## src/rtl/wb_arbiter_pkg.sv

```systemverilog
// Shared register-file constants and writeback arbiter parameters used by
// wb_arbiter and its 2-entry pending-write FIFO.
package wb_arbiter_pkg;

    localparam int RegAddrBus = 5;
    localparam int RegBus     = 32;

    localparam logic [RegAddrBus-1:0] NOPRegAddr  = 5'h0;
    localparam logic                  WriteEnable = 1'b1;
    localparam logic [RegBus-1:0]     ZeroWord    = 32'h0;

    localparam int         WbFifoDepth   = 2;
    localparam int         WbPtrBits     = $clog2(WbFifoDepth);
    localparam logic [2:0] WbStarveLimit = 3'd7;

    // Register 0 is hardwired, so a write to it never occupies the port.
    function automatic logic slot_busy(input logic we, input logic [RegAddrBus-1:0] addr);
        return we && (addr != NOPRegAddr);
    endfunction

endpackage

```

## src/rtl/wb_fifo.sv

```systemverilog
// Two-entry in-order FIFO of pending multi-cycle writebacks, with per-entry
// valids, same-address invalidation and operand-address match outputs.
module wb_fifo
    import wb_arbiter_pkg::*;
(
    input  logic                  clk,
    input  logic                  rst,
    input  logic                  push,
    input  logic [RegAddrBus-1:0] push_addr,
    input  logic [RegBus-1:0]     push_data,
    input  logic                  pop,
    input  logic                  inv_en,
    input  logic [RegAddrBus-1:0] inv_addr,
    input  logic [RegAddrBus-1:0] q_raddr1,
    input  logic [RegAddrBus-1:0] q_raddr2,
    output logic                  empty,
    output logic                  full,
    output logic [RegAddrBus-1:0] head_addr,
    output logic [RegBus-1:0]     head_data,
    output logic                  match1,
    output logic                  match2
);

    logic [RegAddrBus-1:0]  addr_q [WbFifoDepth];
    logic [RegBus-1:0]      data_q [WbFifoDepth];
    logic [WbFifoDepth-1:0] valid_q;
    logic [WbPtrBits-1:0]   rd_ptr;

    logic [WbFifoDepth-1:0] kept;
    logic [WbFifoDepth-1:0] push_mask;
    logic [WbPtrBits-1:0]   rd_next;
    logic [WbPtrBits-1:0]   wr_slot;

    // Survivors are kept compact behind rd_ptr: if the head dies but the
    // younger entry lives, the read pointer steps onto it.
    always_comb begin
        kept = valid_q;
        for (int i = 0; i < WbFifoDepth; i++) begin
            if (inv_en && valid_q[i] && (addr_q[i] == inv_addr)) begin
                kept[i] = 1'b0;
            end
        end
        if (pop) begin
            kept[rd_ptr] = 1'b0;
        end
        rd_next = rd_ptr;
        if (!kept[rd_ptr] && kept[~rd_ptr]) begin
            rd_next = ~rd_ptr;
        end
        wr_slot   = kept[rd_next] ? ~rd_next : rd_next;
        push_mask = '0;
        if (push) begin
            push_mask[wr_slot] = 1'b1;
        end
    end

    always_ff @(posedge clk or posedge rst) begin
        if (rst) begin
            valid_q <= '0;
            rd_ptr  <= '0;
        end else begin
            valid_q <= kept | push_mask;
            rd_ptr  <= rd_next;
        end
    end

    always_ff @(posedge clk) begin
        if (push) begin
            addr_q[wr_slot] <= push_addr;
            data_q[wr_slot] <= push_data;
        end
    end

    always_comb begin
        empty     = ~|valid_q;
        full      = &valid_q;
        head_addr = addr_q[rd_ptr];
        head_data = data_q[rd_ptr];
        match1    = 1'b0;
        match2    = 1'b0;
        for (int i = 0; i < WbFifoDepth; i++) begin
            if (valid_q[i] && (addr_q[i] == q_raddr1)) match1 = 1'b1;
            if (valid_q[i] && (addr_q[i] == q_raddr2)) match2 = 1'b1;
        end
        match1 = match1 && (q_raddr1 != NOPRegAddr);
        match2 = match2 && (q_raddr2 != NOPRegAddr);
    end

endmodule

```

## src/rtl/wb_arbiter.sv

```systemverilog
// Register-file write-port arbiter: pipeline writeback wins, multi-cycle
// results queue in a 2-entry FIFO and raise stall_req if starved too long.
module wb_arbiter
    import wb_arbiter_pkg::*;
(
    input  logic                  clk,
    input  logic                  rst,
    input  logic                  wb_we,
    input  logic [RegAddrBus-1:0] wb_waddr,
    input  logic [RegBus-1:0]     wb_wdata,
    input  logic                  div_valid,
    output logic                  div_ready,
    input  logic [RegAddrBus-1:0] div_waddr,
    input  logic [RegBus-1:0]     div_wdata,
    output logic                  reg_we,
    output logic [RegAddrBus-1:0] reg_waddr,
    output logic [RegBus-1:0]     reg_wdata,
    input  logic [RegAddrBus-1:0] q_raddr1,
    input  logic [RegAddrBus-1:0] q_raddr2,
    output logic                  q_pend1,
    output logic                  q_pend2,
    output logic                  stall_req
);

    logic                  busy;
    logic                  push;
    logic                  pop;
    logic                  empty;
    logic                  full;
    logic [RegAddrBus-1:0] head_addr;
    logic [RegBus-1:0]     head_data;
    logic [2:0]            starve_cnt;
    logic [2:0]            starve_next;

    // Writes to register 0 complete the handshake but are never queued.
    always_comb begin
        busy      = slot_busy(wb_we, wb_waddr);
        div_ready = !rst && !full;
        push      = div_valid && div_ready && (div_waddr != NOPRegAddr);
        pop       = !busy && !empty;
    end

    wb_fifo u_fifo (
        .clk       (clk),
        .rst       (rst),
        .push      (push),
        .push_addr (div_waddr),
        .push_data (div_wdata),
        .pop       (pop),
        .inv_en    (busy),
        .inv_addr  (wb_waddr),
        .q_raddr1  (q_raddr1),
        .q_raddr2  (q_raddr2),
        .empty     (empty),
        .full      (full),
        .head_addr (head_addr),
        .head_data (head_data),
        .match1    (q_pend1),
        .match2    (q_pend2)
    );

    always_ff @(posedge clk or posedge rst) begin
        if (rst) begin
            reg_we    <= 1'b0;
            reg_waddr <= NOPRegAddr;
            reg_wdata <= ZeroWord;
        end else if (busy) begin
            reg_we    <= WriteEnable;
            reg_waddr <= wb_waddr;
            reg_wdata <= wb_wdata;
        end else if (pop) begin
            reg_we    <= WriteEnable;
            reg_waddr <= head_addr;
            reg_wdata <= head_data;
        end else begin
            reg_we    <= 1'b0;
        end
    end

    // Counter saturates at the limit; stall_req stays up until the FIFO is served.
    always_comb begin
        starve_next = starve_cnt;
        if (pop || empty) begin
            starve_next = '0;
        end else if (starve_cnt != WbStarveLimit) begin
            starve_next = starve_cnt + 3'd1;
        end
    end

    always_ff @(posedge clk or posedge rst) begin
        if (rst) begin
            starve_cnt <= '0;
            stall_req  <= 1'b0;
        end else begin
            starve_cnt <= starve_next;
            if (pop || empty) begin
                stall_req <= 1'b0;
            end else if (starve_next == WbStarveLimit) begin
                stall_req <= 1'b1;
            end
        end
    end

endmodule

```

## config.mk

```make
export PLATFORM = sky130hd
export DESIGN_NAME = wb_arbiter
export DESIGN_NICKNAME = d
export VERILOG_FILES = /design/src/rtl/wb_arbiter_pkg.sv /design/src/rtl/wb_fifo.sv /design/src/rtl/wb_arbiter.sv
export SDC_FILE = /design/constraint.sdc
export NUM_CORES = 1
export LEC_CHECK = 0
export BUFFER_PORTS_ARGS = -buffer_cell sky130_fd_sc_hd__buf_2
export CORE_MARGIN = 5
export CORE_UTILIZATION = 49
export CTS_BUF_LIST = sky130_fd_sc_hd__clkbuf_4 sky130_fd_sc_hd__clkbuf_8
export CTS_CLUSTER_SIZE = 8
export DETAILED_ROUTE_END_ITERATION = 10
export GPL_ROUTABILITY_DRIVEN = 0
export PLACE_DENSITY_LB_ADDON = 0.15
export SLEW_MARGIN = 20
export SYNTH_ARGS = -nofsm -noshare
export SYNTH_HDL_FRONTEND = slang
export SYNTH_SLANG_ARGS = --single-unit
```

## constraint.sdc

```tcl
create_clock -name clk -period 3.7 [get_ports clk]
set_input_delay 0 -clock clk [delete_from_list [all_inputs] [get_ports clk]]
set_output_delay 0 -clock clk [all_outputs]
set_load 0.02 [all_outputs]
```

* Word-level counts from Yosys, hierarchy flattened
Memory sizes are Yosys's and may differ from the RTL's. Cells that the tools add are included.
Cells by class: equality and inequality tests 8, reduce and logical (&&, ||, !) cells 32, mux-type cells 32, $lt $le $gt $ge 6, bitwise gates (word level) 5, $add $sub $neg 1
Operator list (number):
- two-way mux 32 bit | 2
- equality test 5 bit | 6
- two-way mux 1 bit | 22
- nonzero test 5 bit | 4
- logical AND 1 bit | 18
- two-way mux 5 bit | 2
- < comparator 1 x 2 -> 1 bit, second input constant | 4
- two-way mux 3 bit | 2
- logical NOT 1 bit | 5
- two-way mux 2 bit | 2
- nonzero test 2 bit | 2
- adder 3 x 1 -> 3 bit, second input constant | 1
- equality test 3 bit, second input constant | 1
- inequality test 3 bit, second input constant | 1
- AND 2 bit | 1
- demux 1 bit (select 1 bit) | 2
- greater-or-equal comparator 1 bit, second input constant | 2
- NOT 1 bit | 2
- NOT 2 bit | 1
- OR 2 bit | 1
- AND reduction 2 bit | 1
- OR reduction 2 bit | 1
- logical OR 1 bit | 1
Word-level totals: memories kept 2, flip-flop bits (word level) 45, output and inout port bits 42, input port bits 88, logic and storage cells 93, bits in writable memories 74
Memory list:
- u_fifo.data_q | depth 2, bits a word 32, rd ports 1, clocked after memory_dff 0, write ports 1, RTL line wb_fifo.sv:25 | logic [RegBus-1:0] data_q [WbFifoDepth];
- u_fifo.addr_q | depth 2, bits a word 5, rd ports 3, clocked after memory_dff 0, write ports 1, RTL line wb_fifo.sv:24 | logic [RegAddrBus-1:0] addr_q [WbFifoDepth];

* Depth between registers and ports, before layout
Gate-level depths: netlist of the first run.
word-level depth 21, gate-level depth with buffers 7, depth with buffers taken out 5

* Modules after synthesis
Synthesis of the first run repeated with hierarchy kept, for this count alone.
Second synthesis, totals: cell total of the unflattened synthesis 339, area, all modules 5332.6 um^2
Modules (own cells, without submodules):
- wb_fifo | area an instance 3208.1 um^2, sequential area each 2297.2 um^2, instances 1, cells each 185
- wb_arbiter | area an instance 2124.5 um^2, sequential area each 1051.0 um^2, instances 1, cells each 154

* Worst setup path after synthesis of the first run
No wires, ideal clock.
kind reg2reg, start reg u_fifo.valid_q[1], end mem u_fifo.addr_q[0][0], enable pin, required time 3256 ps, library setup time 444 ps, clock period less this slack 3444 ps, slack 256 ps, buffers on the path 1, arrival time 3000 ps, cell stages (with the launch flop) 5, path through dfrtp_1 -> clkbuf_1 -> a21oi_1 -> o211ai_1 -> a21oi_1
Between the ends: elaborated cells between the ends (all ways) 25, those cells by class mux (12); bitwise (2); reduce/logical (11)
RTL lines:
- from (decl) | RTL line wb_fifo.sv:26 | logic [WbFifoDepth-1:0] valid_q;
- from (signal assigned) | RTL line wb_fifo.sv:62 | valid_q <= kept | push_mask;
- AND reduction 2 bit | RTL line wb_fifo.sv:76 | full = &valid_q;
- logical NOT 1 bit | RTL line wb_arbiter.sv:38 | div_ready = !rst && !full;
- logical AND 1 bit | RTL line wb_arbiter.sv:38
- named net div_ready | RTL line wb_arbiter.sv:12 | output logic div_ready,
- logical AND 1 bit (2 in a row) | RTL line wb_arbiter.sv:39 | push = div_valid && div_ready && (div_waddr != NOPRegAddr);
- two-way mux 1 bit | RTL line wb_fifo.sv:68 | if (push) begin
- two-way mux 1 bit (implied by the code) | RTL line wb_fifo.sv:69 | addr_q[wr_slot] <= push_addr;
- to (decl) | RTL line wb_fifo.sv:24
The timed path passes the listed nets, and every way through them passes these cells. The select of a mux whose other input is x is not followed.

* Worst setup path after layout of the first run
start in wb_waddr[0], end reg reg_waddr[1]
Between the ends: longest elaborated chain between the ends 5, elaborated cells between the ends (all ways) 6, those cells by class mux (1); reduce/logical (5)
Ends and longest elaborated chain:
- from (decl) | RTL line wb_arbiter.sv:9 | input logic [RegAddrBus-1:0] wb_waddr,
- nonzero test 5 bit * | RTL line wb_arbiter_pkg.sv:18 | return we && (addr != NOPRegAddr);
- logical AND 1 bit * | RTL line wb_arbiter_pkg.sv:18
- logical NOT 1 bit | RTL line wb_arbiter.sv:40 | pop = !busy && !empty;
- logical AND 1 bit | RTL line wb_arbiter.sv:40
- nonzero test 2 bit (no line)
- to (signal assigned) | RTL line wb_arbiter.sv:65 | reg_waddr <= NOPRegAddr;
- to (signal assigned) | RTL line wb_arbiter.sv:69 | reg_waddr <= wb_waddr;
- to (signal assigned) | RTL line wb_arbiter.sv:73 | reg_waddr <= head_addr;
- to (decl) | RTL line wb_arbiter.sv:16 | output logic [RegAddrBus-1:0] reg_waddr,
Every way passes the cells marked *; elsewhere a longest branch is shown, timed or not. A chain may end at the register's enable or synchronous reset.

==> results of run 1 <==
==> cell type report <==
class	count	area share, %
Clock buffer	24	4.26
Tap cell	136	2.42
Multi-Input combinational cell	236	22.2
Sequential cell	119	47.7
Inverter	3	0.160
Timing Repair Buffer	215	21.5
Clock inverter	8	1.77
==> power by group through the flow <==
stage          combinational, mW  clock (mW)  sequential, mW
3_5_place_dp                1.44           0            1.93
6_report                    1.53        1.23            1.91
4_1_cts                     1.53        1.24            1.91
3_3_place_gp                1.41           0            1.92
5_1_grt                     1.66        1.30            1.94
2_1_floorplan              0.783           0            2.08
==> registers in the layout (all words and copies together) (netlist names) <==
signal          cells
reg_wdata          32
u_fifo.addr_q      10
starve_cnt          3
reg_we              1
u_fifo.rd_ptr       1
u_fifo.data_q      64
reg_waddr           5
stall_req           1
u_fifo.valid_q      2
==> metal layers <==
layer / routed length [µm] / GRT usage [%] / vias to the layer above
met5: 0 / 0 / -
met4: 220 / 6.65 / 0
met3: 904 / 5.43 / 23
met2: 6980 / 39.0 / 179
met1: 5320 / 27.1 / 1910
li1: - / - / 1882
==> worst max path at each step <==
stage	from	endpoint	slack [ps]	cells after the start
after global routing	wb_waddr[0]	reg_waddr[1]	460	7
after global placement	wb_waddr[2]	u_fifo.data_q[1][23]	980	7
after detailed placement	wb_waddr[0]	u_fifo.data_q[1][23]	910	7
after CTS	wb_waddr[0]	reg_waddr[1]	630	7
after floorplan	u_fifo.valid_q[1]	u_fifo.addr_q[0][0]	260	4
final	wb_waddr[0]	reg_waddr[1]	580	7
==> repair_timing <==
item | in CTS | in global routing
hold endpoints to repair | 157 | 0
hold buffers | 81 | 0
setup endpoints to repair | 0 | 0
gates resized for setup | 0 | 0
==> stage by stage <==
stage               instances  util [%]
floorplan                 382         -
global placement          628      56.8
detailed placement        628      56.8
CTS                       741      68.9
global route              741      68.9
finish                    741      68.9
==> placed cells by master (no fill, tap or decap), drive strengths merged, types with 4 or more instances in the layout <==
| cell | instances |
|---|---|
| o21ai | 4 |
| or4 | 4 |
| xnor2 | 11 |
| clkbuf | 24 |
| nand2 | 27 |
| nand3 | 28 |
| xor2 | 21 |
| a21oi | 43 |
| edfxtp | 74 |
| nor4 | 4 |
| buf | 134 |
| nor2 | 22 |
| and3 | 16 |
| nor3 | 4 |
| dfrtp | 45 |
| dlygate4sd3 | 81 |
| a221o | 37 |
==> Yosys cell counts (2+ instances only) <==
master     n  area (µm²)
edfxtp_1  74        2220
dfrtp_1   45        1130
a21oi_1   43         215
a221o_1   37         370
nand3_1   28         140
nand2_1   27         101
nor2_1    22        82.6
xor2_1    21         184
and3_1    16         100
clkbuf_1  11        41.3
xnor2_1   11        96.3
buf_6      5        56.3
nor4_1     4        25.0
o21ai_0    4        20.0
buf_1      3        11.3
buf_4      3        22.5
inv_1      3        11.3
or4_1      3        22.5
buf_2      2        10.0
nand4_1    2        12.5
nor3_1     2        10.0
==> tightest hold or removal path, stage by stage <==
cell	delay, ps
buf_2	150
o21ai_0	300
nand2_1	100
==> cells by family (layout without fill, tap and decap cells) <==
| group | after synthesis | in the layout |
|---|---|---|
| fa+ha+maj | 1 | 1 |
| flops | 119 | 119 |
| buf+inv | 27 | 250 |
| simple gates | 109 | 109 |
| compound gates | 94 | 94 |
| xor+xnor | 32 | 32 |
==> impl_metrics.ini, run 1 <==
[timing]
relSlewSlack_pct = 33.7
finalHoldViolCount = 0
finClkSkew_ps = 14.4
min_period_over_period_pct = 84.3
maxSlewViolCount = 0
holdWs_ps = 210
rsz0062_at_grt = false
fmax_ghz = 0.320
setup_viol = 0
min_period_ps = 3120
tightest_slew_ps = 995
setup-tns-final_ps = 0
setup_slack_ps = 579

[power]
ir_worst_vdd_mv = 0.341
switchingPower_mw = 1.62
switching_share_pct = 34.7
p_per_area_nw_per_um2 = 665
pwr-share-clk_pct = 26.3
p_comb_share_pct = 32.7
p_int_mw = 3.04
leakage_nw = 2.90
pwr-share-seq_pct = 40.9
report.power.total_mw = 4.66

[setup_path]
r2r_end = reg_waddr[2]
criticalPathCategory = in2reg
worstPathRequired_ps = 4040
path_buf_inv = 3
reg2reg_from = u_fifo.valid_q[1]
crit_family = simple AND/OR/NAND/NOR gates
reg2regPathDepth = 6
regToRegSetupSlack_ps = 1050
critPathSlowestCell = nor3_4
path_common_cell = dlygate4sd3_1
cp-end-kind = register
path_cells = dlygate4sd3_1 -> buf_2 -> or4_4 -> o21a_4 -> nor3_4 -> a221o_1 -> dlygate4sd3_1
cp.arrival_ps = 3460
cp-start-kind = input port
cp_max_fo = 76
critPathMaxStageDelay_ps = 860

[grt]
gr-usage-all-layers_pct = 22.2
grt_pass1_wl_mm = 21.9
grt_max_degree = 77
grt_pass1_vias = 4240
antenna_found_initial = 0
gr-total-overflow = 0

[detailed_routing]
drt_drc_violations_left = 0
drtIter0Drc = 324
routed_wirelength_mm = 13.4
vias_per_cell = 5.39
ant_nets = 0
wl_per_cell_um = 18.1
vias = 3994
firstDrtPassIters = 5

[synth]
yosys.area_share.xor_xnor_pct = 5.57
ys_warn_count = 0
async_flop_share_pct = 37.8
synth_fa_ha_area_share_pct = 0.249
ys_ff_latch = 119
ys_seq_area_share_pct = 66.5
synth_mux_area_share_pct = 0
ys.flop_type = edfxtp_1
yosys.area_share.simple_pct = 10.8
synth_area_per_cell_um2 = 13.2
netlist_instances = 382
netlist_area_um2 = 5030
synth_nets = 471
synth-compound-area-share_pct = 13.8
synth_top_family_by_area = compound AO/OA/AOI/OAI gates
synth-edff-count = 74
synth.distinct_cells = 37

[min_path]
worstHoldEndpoint = reg_we
hp-class = in2reg
hold_path_depth = 3
hold_start = wb_we

[cells_and_area]
nFillCells = 767
stdcell_area_um2 = 7020
multi_input_area_um2 = 1560
drive_gt1_share_pct = 28.9
syn_to_final_growth_pct = 39.4
layout.nets = 681
diodes = 0
seq_area_um2 = 3350

[clock_network]
h-tree-depth = 4
tritoncts = done
root_buffer = clkbuf_8
path_clk_slew_ps = 60
post-cts-setup-buffers = 0
clkLatencyLatePin_ps = 410
cts_buffer_depth = 2
cts_buffers = 17
cts.sinks = 119

[placed_design]
dp_hpwl_mm = 8.47
dpl_worst_slack_ps = 906
port_buffers = 129
postPlaceCellArea_um2 = 5780

[status]
status = finished clean

[job]
drv_cap = 0

[floorplan]
die_w_um = 111
die_y_um = 111
die_area_um2 = 12400
core_area_um2 = 10200
rows = 37
initial_core_util_pct = 49.4
io_pins = 130
Power figures use the tool's default switching activity.
==> run 2, diff against run 1 <==
- clock period: 3.7 -> 2.6 ns (I/O delays scaled with it)
==> run 2 against run 1 <==
Clock skew grew 0.54 ps. First-iteration DRC count shrank 17%. Clock power grew 33%. Sequential cell count is the same. Setup slack lost 370 ps. Critical path depth grew 1. Critical path type unchanged.
==> impl_metrics.ini, run 2 (synthesized netlist as in run 1, its figures left out) <==
[floorplan]
initial_core_util_pct = 49.4
die_w_um = 111
core_area_um2 = 10200
die_area_um2 = 12400
io_pins = 130
die_y_um = 111
rows = 37

[grt]
gr-usage-all-layers_pct = 22.7
grt_max_degree = 58
grt_pass1_wl_mm = 22.2
gr-total-overflow = 0
grt_pass1_vias = 4370
antenna_found_initial = 0

[setup_path]
cp_max_fo = 57
cp-start-kind = input port
cp.arrival_ps = 2740
critPathLaunch = wb_waddr[0]
criticalPathCategory = in2reg
reg2reg_from = u_fifo.valid_q[0]
cp-end-kind = register
worstPathRequired_ps = 2950

[min_path]
hp-class = in2async

[status]
status = finished clean

[detailed_routing]
vias = 4073
drtIter0Drc = 270
wl_per_cell_um = 18.3
vias_per_cell = 5.45
firstDrtPassIters = 4
routed_wirelength_mm = 13.7
ant_nets = 0
drt_drc_violations_left = 0

[timing]
fmax_ghz = 0.419
tightest_slew_ps = 828
rsz0062_at_grt = false
setup_slack_ps = 212
maxSlewViolCount = 0
setup_viol = 0
finalHoldViolCount = 0
min_period_ps = 2390
finClkSkew_ps = 14.9
min_period_over_period_pct = 91.9
relSlewSlack_pct = 44.7

[clock_network]
cts_buffers = 17
root_buffer = clkbuf_8
cts_buffer_depth = 2
tritoncts = done
h-tree-depth = 4
cts.sinks = 119
clkLatencyLatePin_ps = 420
path_clk_slew_ps = 80
post-cts-setup-buffers = 0

[power]
pwr-share-seq_pct = 40.7
p_per_area_nw_per_um2 = 936
switching_share_pct = 36.3
switchingPower_mw = 2.39
pwr-share-clk_pct = 24.8
p_comb_share_pct = 34.5
leakage_nw = 2.90
report.power.total_mw = 6.59
p_int_mw = 4.20
ir_worst_vdd_mv = 0.496

[job]
drv_cap = 0

[placed_design]
dp_hpwl_mm = 8.53
postPlaceCellArea_um2 = 5850
dpl_worst_slack_ps = 384
port_buffers = 129

[cells_and_area]
final_cell_mix = 129 x buf_2, 79 x dlygate4sd3_1, 74 x edfxtp_1
reg.largest.list = u_fifo.data_q x64, reg_wdata x32, u_fifo.addr_q x10
syn_to_final_growth_pct = 39.8
drive_gt1_share_pct = 29.9
top_register = u_fifo.data_q
diodes = 0
layout_commonest_cell = buf_2
layout.nets = 688
stdcell_area_um2 = 7040
largest_reg_flops = 64
[run 2: cell types whose count changed in the layout (fill, tap and decap cells not counted), sizes merged]
cell	before	now
bufinv	3	2
clkbuf	24	18
dlygate4sd3	81	79
inv	3	5
clkinvlp	2	5
buf	134	143
clkinv	3	5
[run 2: metrics by stage]
stage / hold slack, ps / std cells / TNS [ps] / utilization (%)
final: 274 / 748 / 0 / 69.1
after global routing: 278 / 748 / 0 / 69.1
after CTS: 271 / 748 / 0 / 69.1
after detailed placement: 192 / 637 / 0 / 57.5
after global placement: 188 / 637 / 0 / 57.5
after floorplan: 91.5 / 382 / -767 / -
[run 2: power by group through the flow]
stage          clock [mW]  sequential [mW]  combinational [mW]
5_1_grt              1.75             2.73                2.47
3_3_place_gp            0             2.71                2.11
2_1_floorplan           0             2.95                1.12
3_5_place_dp            0             2.71                2.16
6_report             1.63             2.68                2.27
4_1_cts              1.66             2.68                2.27
[run 2: path summary, 6_finish.rpt]
check	end	slack (ps)	depth (start not counted)
setup / recovery	reg_waddr[3]	210	8
hold / removal	reg_we	270	3
setup reg to reg	reg_waddr[3]	280	6
hold reg to reg	reg_wdata[15]	480	1
max in group asynchronous	reg_waddr[1]	1810	3
min in group clk	u_fifo.data_q[0][25]	300	2
[run 2: layer usage]
metal / track usage [%] / part of all wire [%]
met5: 0 / 0
met4: 6.81 / 1.9
met3: 5.92 / 6.5
met2: 40.7 / 52
met1: 27.0 / 40
[run 2: final cells by class]
class	count	area, µm²
timing repair buffer	222	1550
fill	761	3150
tap	136	170
inverter	3	12.5
multi-input combinational	236	1560
sequential	119	3350
clock buffer	18	241
clock inverter	14	150
[run 2: repair_timing]
item / 4_1_cts / 5_1_grt
hold buffers: 79 / 0
endpoints found under the setup margin: 0 / 2
endpoints found under the hold margin: 157 / 0
gates resized for setup: 0 / 1
[run 2: critical path: stages]
cell           delay [ps]
dlygate4sd3_1         550
buf_2                 160
or4_4                 550
o21a_4                300
buf_4                 340
nor2_1                170
a221o_1               120
dlygate4sd3_1         540
==> run 3, diff against run 2 <==
- ABC_AREA: unset -> 1
==> run 3 against run 2 <==
Sequential power increased by 3%. Highest routed layer unchanged. Critical path depth increased by 3. Worst hold slack got worse by 230 ps. Count of clock-buffer cells in the layout decreased by 1. Wire length increased by 0.66%. Final cell count increased by 9.9%. Clock power decreased by 7%. Clock skew decreased by 4.8 ps. Combinational power decreased by 18%. Global-route usage about the same. Cell area decreased by 1.3%.
==> impl_metrics.ini, run 3 <==
[detailed_routing]
drtIter0Drc = 186
ant_nets = 0
vias_per_cell = 5.19
wl_per_cell_um = 16.8
routed_wirelength_mm = 13.8
drt_drc_violations_left = 0
firstDrtPassIters = 4
vias = 4268

[floorplan]
rows = 37
die_y_um = 112
io_pins = 130
die_w_um = 112
initial_core_util_pct = 49.7
core_area_um2 = 10200
die_area_um2 = 12500

[timing]
tightest_slew_ps = 607
finalHoldViolCount = 0
setup-tns-final_ps = 0
relSlewSlack_pct = 59.5
rsz0062_at_grt = false
min_period_ps = 2140
maxSlewViolCount = 0
fmax_ghz = 0.468
min_period_over_period_pct = 82.1
finClkSkew_ps = 10.1
holdWs_ps = 47.2
setup_viol = 0

[synth]
async_flop_share_pct = 37.8
synth.distinct_cells = 30
synth_area_per_cell_um2 = 11.0
ys_seq_area_share_pct = 65.8
synth-edff-count = 74
netlist_instances = 462
synth_top_area_share_pct = 43.7
yosysTopAreaCell = edfxtp_1
synthTopCellsByCount = 113 x nand2_1, 74 x edfxtp_1, 60 x inv_1
netlist_area_um2 = 5090
yosys-top-cells-area = edfxtp_1 44%, dfrtp_1 22%, nand2_1 8.3%
ys.flop_type = edfxtp_1
yosys.cell_count.top_type = nand2_1
ys_ff_latch = 119
ys_warn_count = 0
synth_nets = 551

[cells_and_area]
reg.largest.list = u_fifo.data_q x64, reg_wdata x32, u_fifo.addr_q x10
diodes = 0
layout.nets = 762
top_register = u_fifo.data_q
drive_gt1_share_pct = 26.2
stdcell_area_um2 = 6950
final_cell_mix = 129 x buf_2, 112 x nand2_1, 74 x edfxtp_1
nFillCells = 807
layout_commonest_cell = buf_2
largest_reg_flops = 64
multi_input_area_um2 = 1360
syn_to_final_growth_pct = 36.6
seq_area_um2 = 3350

[clock_network]
cts.sinks = 119
post-cts-setup-buffers = 0
cts_buffer_depth = 2
clkLatencyLatePin_ps = 430
path_clk_slew_ps = 70
cts-resized-gates = 0
root_buffer = clkbuf_8
ctsHoldBuffers = 72
cts_buffers = 17
tritoncts = done
h-tree-depth = 4

[setup_path]
cp_max_fo = 10
crit_family = buffers and inverters
critPathMaxStageDelay_ps = 460
cp-end-kind = register
cp-start-kind = register
path_buf_inv = 3
cp.arrival_ps = 2310
path_common_cell = nand2_1
worstPathRequired_ps = 2770
criticalPathCategory = reg2reg
path_cells = inv_1 -> nand2_1 -> nand2_1 -> nand2_1 -> nor2_1 -> nand2_1 -> nand3_2 -> nand2_1 -> nand3_1 -> clkinv_1 -> buf_4
critPathSlowestCell = edfxtp_1

[grt]
grt_pass1_wl_mm = 22.4
gr-total-overflow = 0
grt_pass1_vias = 4624
gr-usage-all-layers_pct = 22.7
grt_max_degree = 46
antenna_found_initial = 0

[status]
status = finished clean

[placed_design]
port_buffers = 129
dp_hpwl_mm = 8.70
postPlaceCellArea_um2 = 5860

[min_path]
hp-class = in2reg

[power]
p_per_area_nw_per_um2 = 888
leakage_nw = 3.09
ir_worst_vdd_mv = 0.526
report.power.total_mw = 6.17

[job]
drv_cap = 0
==> run 3: cells by family (layout without fill, tap and decap cells) <==
family                   after synthesis  in the layout  share of synthesized area, %
AO/OA/AOI/OAI                         66             66                          9.42
AND/OR/NAND/NOR                      187            187                          15.7
buffers and inverters                 82            306                          7.60
flip-flops                           119            119                          65.8
adder cells (fa/ha/maj)                1              1                         0.246
XOR/XNOR                               6              6                          1.03
multiplexers                           1              1                         0.197
==> run 3: tightest hold or removal path, cell delays in order <==
cell	delay [ps]
buf_2	100
and3_1	200
nand2_1	80
nand2_1	50
==> run 3: path summary, 6_finish.rpt <==
path | start | end | slack, ps | cells after the start
min in group asynchronous | rst | reg_wdata[7] | 340 | 4
worst max-delay path | u_fifo.addr_q[1][0] | u_fifo.data_q[0][15] | 460 | 11
max in group asynchronous | rst | reg_wdata[6] | 1850 | 4
worst min-delay path | div_valid | u_fifo.valid_q[1] | 50 | 4
worst max register to register | u_fifo.addr_q[1][0] | u_fifo.data_q[0][15] | 460 | 11
worst min register to register | u_fifo.data_q[0][10] | reg_wdata[10] | 480 | 2
==> run 3: layout make-up <==
cell class | count | area share [%]
clock buffer | 17 | 3.37
inverter | 63 | 3.51
sequential | 119 | 48.2
clock inverter | 15 | 1.91
tap | 136 | 2.45
timing repair buffer | 211 | 20.9
multi-input combinational | 261 | 19.6
==> run 3: power by group <==
group          internal, mW  leakage [nW]  switching (mW)
logic                 0.635          1.69            1.24
registers              2.51          1.23           0.268
clock network         0.754         0.178           0.766
==> run 3: metrics by stage <==
step                setup WS [ps]  util, %  cells
floorplan                     401        -    462
global placement              508     57.3    718
detailed placement            450     57.3    718
CTS                           508     67.9    822
global route                  293     67.9    822
finish                        465     67.9    822
==> run 3: routing by layer <==
metal / up-vias / track usage, % / wire length [µm] / share of wire [%]
met3: 29 / 5.49 / 749 / 5.4
met4: 0 / 8.76 / 318 / 2.3
met1: 2064 / 26.8 / 5480 / 40
met5: - / 0 / 0 / 0
met2: 143 / 40.0 / 7270 / 53
li1: 2032 / - / - / -
